[config.mk]
export PLATFORM = sky130hd
export DESIGN_NAME = seg_scan_driver
export DESIGN_NICKNAME = d
export VERILOG_FILES = /design/src/rtl/seg_scan_driver.sv
export SDC_FILE = /design/constraint.sdc
export NUM_CORES = 1
export LEC_CHECK = 0
export ABC_AREA = 1
export CAP_MARGIN = 15
export CORE_ASPECT_RATIO = 1.75
export CORE_UTILIZATION = 30
export DETAILED_ROUTE_END_ITERATION = 8
export HOLD_SLACK_MARGIN = 0.02
export PLACE_DENSITY = 0.52
export SETUP_SLACK_MARGIN = 0.2
export SYNTH_ARGS = -nofsm -noshare
export SYNTH_HDL_FRONTEND = slang
export SYNTH_SLANG_ARGS = --single-unit
[constraint.sdc]
create_clock -name clk -period 8.6 [get_ports clk]
set_input_delay 2.15 -clock clk [delete_from_list [all_inputs] [get_ports clk]]
set_output_delay 2.15 -clock clk [all_outputs]
set_load 0.02 [all_outputs]
[src/rtl/seg_scan_driver.sv]
// Time-multiplexes a DIGITS x 7-segment glyph frame onto a common-select display,
// reloading a shadow frame only at frame wrap. Optional dead time via SEG_BLANK_EN.
module seg_scan_driver #(
  parameter int DIGITS      = 4,
  parameter int SCAN_DIV    = 1000,
  parameter int BLANK_CYC   = 8,
  parameter bit SEG_ACT_LOW = 1'b0,
  parameter bit DIG_ACT_LOW = 1'b0
) (
  input  logic                  clk,
  input  logic                  rst_n,
  input  logic [DIGITS*7-1:0]   seg_data,
  output logic [6:0]            seg,
  output logic [DIGITS-1:0]     dig_sel,
  output logic                  frame_done
);

  localparam int CW = $clog2(SCAN_DIV + BLANK_CYC) + 1;
  localparam int IW = $clog2(DIGITS) + 1;

  // XOR masks double as the inactive output levels.
  localparam logic [6:0]        SEG_MASK = SEG_ACT_LOW ? 7'h7F : 7'h00;
  localparam logic [DIGITS-1:0] DIG_MASK = DIG_ACT_LOW ? {DIGITS{1'b1}} : {DIGITS{1'b0}};

`ifdef SEG_BLANK_EN
  typedef enum logic [1:0] {S_LOAD, S_SHOW, S_BLANK} state_t;
`else
  typedef enum logic [1:0] {S_LOAD, S_SHOW} state_t;
`endif

  state_t                state, state_n;
  logic [DIGITS*7-1:0]   shadow, shadow_n;
  logic [IW-1:0]         idx, idx_n;
  logic [CW-1:0]         cnt, cnt_n;
  logic [6:0]            seg_n;
  logic [DIGITS-1:0]     dig_n;
  logic                  fd_n;
  logic                  adv;

  function automatic logic [6:0] glyph(input logic [DIGITS*7-1:0] frame, input logic [IW-1:0] i);
    return 7'(frame >> (7 * (DIGITS - 1 - int'(i))));
  endfunction

  function automatic logic [DIGITS-1:0] onehot(input logic [IW-1:0] i);
    return DIGITS'(1) << i;
  endfunction

  always_comb begin
    state_n  = state;
    shadow_n = shadow;
    idx_n    = idx;
    cnt_n    = cnt;
    seg_n    = seg;
    dig_n    = dig_sel;
    fd_n     = 1'b0;
    adv      = 1'b0;
    case (state)
      S_LOAD: begin
        shadow_n = seg_data;
        idx_n    = '0;
        cnt_n    = '0;
        state_n  = S_SHOW;
        seg_n    = glyph(seg_data, '0) ^ SEG_MASK;
        dig_n    = onehot('0) ^ DIG_MASK;
      end
      S_SHOW: begin
        if (cnt == CW'(SCAN_DIV - 1)) begin
          cnt_n = '0;
`ifdef SEG_BLANK_EN
          state_n = S_BLANK;
          seg_n   = SEG_MASK;
          dig_n   = DIG_MASK;
`else
          adv = 1'b1;
`endif
        end else begin
          cnt_n = cnt + CW'(1);
        end
      end
`ifdef SEG_BLANK_EN
      S_BLANK: begin
        if (cnt == CW'(BLANK_CYC - 1)) begin
          cnt_n   = '0;
          state_n = S_SHOW;
          adv     = 1'b1;
        end else begin
          cnt_n = cnt + CW'(1);
        end
      end
`endif
      default: state_n = S_LOAD;
    endcase

    // Leaving the last digit's dwell wraps and samples a fresh frame on the same edge.
    if (adv) begin
      if (idx == IW'(DIGITS - 1)) begin
        idx_n    = '0;
        shadow_n = seg_data;
        fd_n     = 1'b1;
        seg_n    = glyph(seg_data, '0) ^ SEG_MASK;
        dig_n    = onehot('0) ^ DIG_MASK;
      end else begin
        idx_n = idx + IW'(1);
        seg_n = glyph(shadow, idx + IW'(1)) ^ SEG_MASK;
        dig_n = onehot(idx + IW'(1)) ^ DIG_MASK;
      end
    end
  end

  always_ff @(posedge clk) begin
    if (!rst_n) begin
      state      <= S_LOAD;
      shadow     <= '0;
      idx        <= '0;
      cnt        <= '0;
      seg        <= SEG_MASK;
      dig_sel    <= DIG_MASK;
      frame_done <= 1'b0;
    end else begin
      state      <= state_n;
      shadow     <= shadow_n;
      idx        <= idx_n;
      cnt        <= cnt_n;
      seg        <= seg_n;
      dig_sel    <= dig_n;
      frame_done <= fd_n;
    end
  end

endmodule

==> results.py <==
metrics = {
    "status": {
        "run_status": "finished clean",
    },
    "sta": {
        "timing_max_transition_violations_final": 0,
        "layout_worst_path_cycle_share": 0.5514,
        "finalWorstSetupSlack_ps": 3858,
        "timing.slew.headroom": 0.3041,
        "total_neg_setup_slack_ps": 0,
        "fmaxAchievable_mhz": 210.9,
        "setup_viol_count_final": 0,
        "fin_skew_ps": 8.697,
        "layout_min_cycle_time_ps": 4742,
        "final-hold-violation-count": 0,
        "worst-slew-pin-transition_ps": 1043,
        "grt_setup_unrepaired": "no",
    },
    "power": {
        "power.clock.fraction": 0.438,
        "powerDensity_nw_per_um2": 143.5,
        "combinationalPowerShare": 0.119,
        "p_switching_uw": 157.6,
        "p_leak_nw": 1.828,
        "cell_internal_pwr_uw": 469.7,
        "power_frac_seq": 0.443,
        "switching_power_as_a_share_of_total_power": 0.2512,
        "vdd.ir_drop.worst_v": 0.00009722,
    },
    "worst_setup_path": {
        "critical_path_peak_fanout": 37,
        "r2r_cells": 24,
        "cp-start-kind": "flip-flop",
        "worstReg2RegStart": "idx[0]$_SDFFE_PN0P_",
        "worstSetupStartpoint": "idx[0]$_SDFFE_PN0P_",
        "endpoint": "seg[5]$_SDFFE_PN0P_",
        "reg2reg_to": "seg[5]$_SDFFE_PN0P_",
        "r2r_slack_ps": 3860,
        "worstSetupEndpointType": "flip-flop",
        "cp_data_arrival_time_ps": 4980,
        "critPathKind": "flip-flop to flip-flop",
        "required_ps": 8840,
    },
    "place": {
        "preCtsSetupSlack_ps": 3902,
        "place.gp.congestion": 0.9008,
        "post-dp-hpwl_mm": 8.855,
        "place_area_um2": 4175,
        "port_buffers": 41,
        "cell_total_after_placement": 749,
    },
    "clock_tree": {
        "h-tree-depth": 2,
        "tritoncts": "built",
        "cts_hold_buf": 0,
        "post_cts_buffers": 0,
        "ctsResizeCount": 0,
        "worst_setup_hold_path_clk_slew_ps": 80,
        "clock-root-buffer": "sky130_fd_sc_hd__clkbuf_16",
        "cts_sinks": 55,
        "cts_buffer_depth": 2,
        "cts-buffers-inserted": 5,
        "clk_latency_ps": 310,
    },
    "drt": {
        "wl_per_cell_um": 15.66,
        "firstDrtPassIters": 6,
        "final_antenna_net_count": 0,
        "drt_wl_total_mm": 11.86,
        "drc_errors": 0,
        "via_per_inst": 5.221,
        "detailedRoute.firstIterationViolations": 217,
        "num_vias": 3952,
    },
    "finish": {
        "antenna_cells_inserted": 0,
        "n_fill_cell": 1351,
        "final_non_filler_cell_area_um2": 4372,
        "finalNonFillerCells": 757,
        "multiInputGateArea_um2": 2256,
        "area_delta_synth_final_pct": 17.68,
        "finalCoreUtilization": 0.3622,
        "post_route_cells_drive_above_1_share": 0.06419,
        "nNetsFinal": 636,
        "seq_area_um2": 1101,
    },
    "global_route": {
        "via_count_of_the_first_global_routing_pass": 3989,
        "wire_length_of_the_first_global_routing_pass_mm": 18.95,
        "grt-ovfl-total": 0,
        "grtUsageTotal": 0.1925,
        "grt_antenna_before_repair": 0,
        "maximum_number_of_pins_on_one_net_before_global_route_repair": 47,
    },
    "synth": {
        "synth-edff-count": 0,
        "ys_ff_latch": 55,
        "postSynth.asyncResetShare": 0,
        "number_of_standard_cells_after_synthesis": 573,
        "synthDistinctLibCells": 34,
        "synth_seq_area_share": 0.2964,
        "postSynthNetCount": 618,
        "ys.flop_type": "sky130_fd_sc_hd__dfxtp_1",
        "synthesis.area_per_instance_um2": 6.483,
        "netlist_area_um2": 3715,
        "yosys_warnings": 0,
    },
    "floorplanning": {
        "die-area_um2": 12850,
        "fp-row-count": 53,
        "die_x_um": 86.12,
        "y_dimension_of_the_die_um": 149.2,
        "fp.coreArea_um2": 12070,
        "i_o_pins": 42,
        "starting_density": 0.3078,
    },
    "min_path": {
        "timing.hold.worst.class": "flip-flop to flip-flop",
        "hold_start": "cnt[0]$_SDFF_PP0_",
    },
    "flow_run": {
        "drv.max_cap_violation_count": 0,
    },
}
==> how the worst min path moves through the flow <==
stage | to | slack (ps) | depth (start not counted)
CTS | cnt[0]$_SDFF_PP0_ | 470 | 1
global route | cnt[0]$_SDFF_PP0_ | 490 | 1
detailed placement | cnt[0]$_SDFF_PP0_ | 460 | 1
finish | cnt[0]$_SDFF_PP0_ | 460 | 1
floorplan | cnt[0]$_SDFF_PP0_ | 420 | 1
global placement | cnt[0]$_SDFF_PP0_ | 430 | 1
==> critical path, cell delays in order, from the launching register on <==
cell,delay (ps)
sky130_fd_sc_hd__dfxtp_1,310
sky130_fd_sc_hd__inv_1,750
sky130_fd_sc_hd__ha_1,390
sky130_fd_sc_hd__ha_1,330
sky130_fd_sc_hd__xnor2_1,150
sky130_fd_sc_hd__ha_1,220
sky130_fd_sc_hd__ha_1,200
sky130_fd_sc_hd__ha_1,170
sky130_fd_sc_hd__or2_2,270
sky130_fd_sc_hd__ha_1,220
sky130_fd_sc_hd__nor2_4,110
sky130_fd_sc_hd__nand3_2,90
sky130_fd_sc_hd__nand2_4,310
sky130_fd_sc_hd__nand2_4,100
sky130_fd_sc_hd__inv_4,180
sky130_fd_sc_hd__nand3_1,120
sky130_fd_sc_hd__nand3_1,190
sky130_fd_sc_hd__nand3_1,90
sky130_fd_sc_hd__nand2_1,80
sky130_fd_sc_hd__inv_1,40
sky130_fd_sc_hd__nand2_1,60
sky130_fd_sc_hd__nand2_1,60
sky130_fd_sc_hd__nand2_1,60
sky130_fd_sc_hd__nand2_1,50
sky130_fd_sc_hd__a21oi_1,120
==> Yosys cell counts, types with 3 or more instances <==
cell type,instances,area (um^2)
sky130_fd_sc_hd__nor4_1,3,18.77
sky130_fd_sc_hd__a21oi_1,33,165.2
sky130_fd_sc_hd__ha_1,15,187.7
sky130_fd_sc_hd__nor2_1,67,251.5
sky130_fd_sc_hd__buf_2,7,35.03
sky130_fd_sc_hd__nor3b_1,3,22.52
sky130_fd_sc_hd__dfxtp_1,55,1101
sky130_fd_sc_hd__a21oi_2,4,35.03
sky130_fd_sc_hd__nand2_1,119,446.7
sky130_fd_sc_hd__nand4_1,42,262.8
sky130_fd_sc_hd__buf_4,5,37.54
sky130_fd_sc_hd__nand2_2,3,18.77
sky130_fd_sc_hd__clkbuf_1,19,71.32
sky130_fd_sc_hd__nand3_2,10,100.1
sky130_fd_sc_hd__inv_1,41,153.9
sky130_fd_sc_hd__nand3_1,80,400.4
sky130_fd_sc_hd__o21ai_0,42,210.2
==> flip-flops by register name, indices dropped and copies added (netlist names) <==
register    count
state           1
cnt            11
frame_done      1
shadow         28
idx             3
seg             7
dig_sel         4
==> layout make-up <==
cell class / count / area share
clock inverter: 3 / 0.01631
clock buffer: 5 / 0.02862
timing repair buffer: 45 / 0.1007
inverter: 45 / 0.03921
multi-input combinational: 439 / 0.5160
sequential: 55 / 0.2519
tap: 165 / 0.04722
==> power by group through the flow <==
stage / logic (mW) / clock network [mW] / registers, mW
after floorplan: 0.0411 / 0 / 0.282
after global routing: 0.0843 / 0.289 / 0.279
after detailed placement: 0.0747 / 0 / 0.284
after global placement: 0.0749 / 0 / 0.284
final: 0.0746 / 0.275 / 0.278
after CTS: 0.0752 / 0.281 / 0.278
==> through the flow <==
| stage | power, mW | hold slack, ps |
|---|---|---|
| floorplan | 0.3234 | 417.5 |
| global placement | 0.3588 | 426.6 |
| detailed placement | 0.3585 | 455.2 |
| CTS | 0.6337 | 470.8 |
| global route | 0.6528 | 492.9 |
| finish | 0.6274 | 462.9 |
==> layout by cell type, fill, tap and decap left out, drive strengths merged, types with 3 or more instances in the layout <==
cell | synthesis | final
nor3b | 3 | 3
clkbuf | 19 | 5
nand2 | 124 | 124
nand4 | 42 | 42
dfxtp | 55 | 55
o21ai | 44 | 44
nor4 | 3 | 3
a21oi | 37 | 37
ha | 15 | 15
nand3 | 90 | 90
nor2 | 69 | 69
inv | 44 | 45
clkdlybuf4s50 | 0 | 41
buf | 15 | 4
==> cells by family after synthesis <==
logic type	count (synthesis)	synth area share
XOR/XNOR	3	0.007074
AO/OA/AOI/OAI	86	0.1233
flip-flops	55	0.2964
buffers and inverters	79	0.09633
AND/OR/NAND/NOR	335	0.4264
adder cells (fa/ha/maj)	15	0.05052
==> per-layer routing <==
layer  track usage  up-vias  part of all wire
li1              -     1979                 -
met1        0.1881     1832              0.36
met2        0.3738      107              0.55
met3       0.02435       34             0.039
met4        0.1142        0             0.049
met5             0        -                 0
Power figures use the tool's default switching activity.
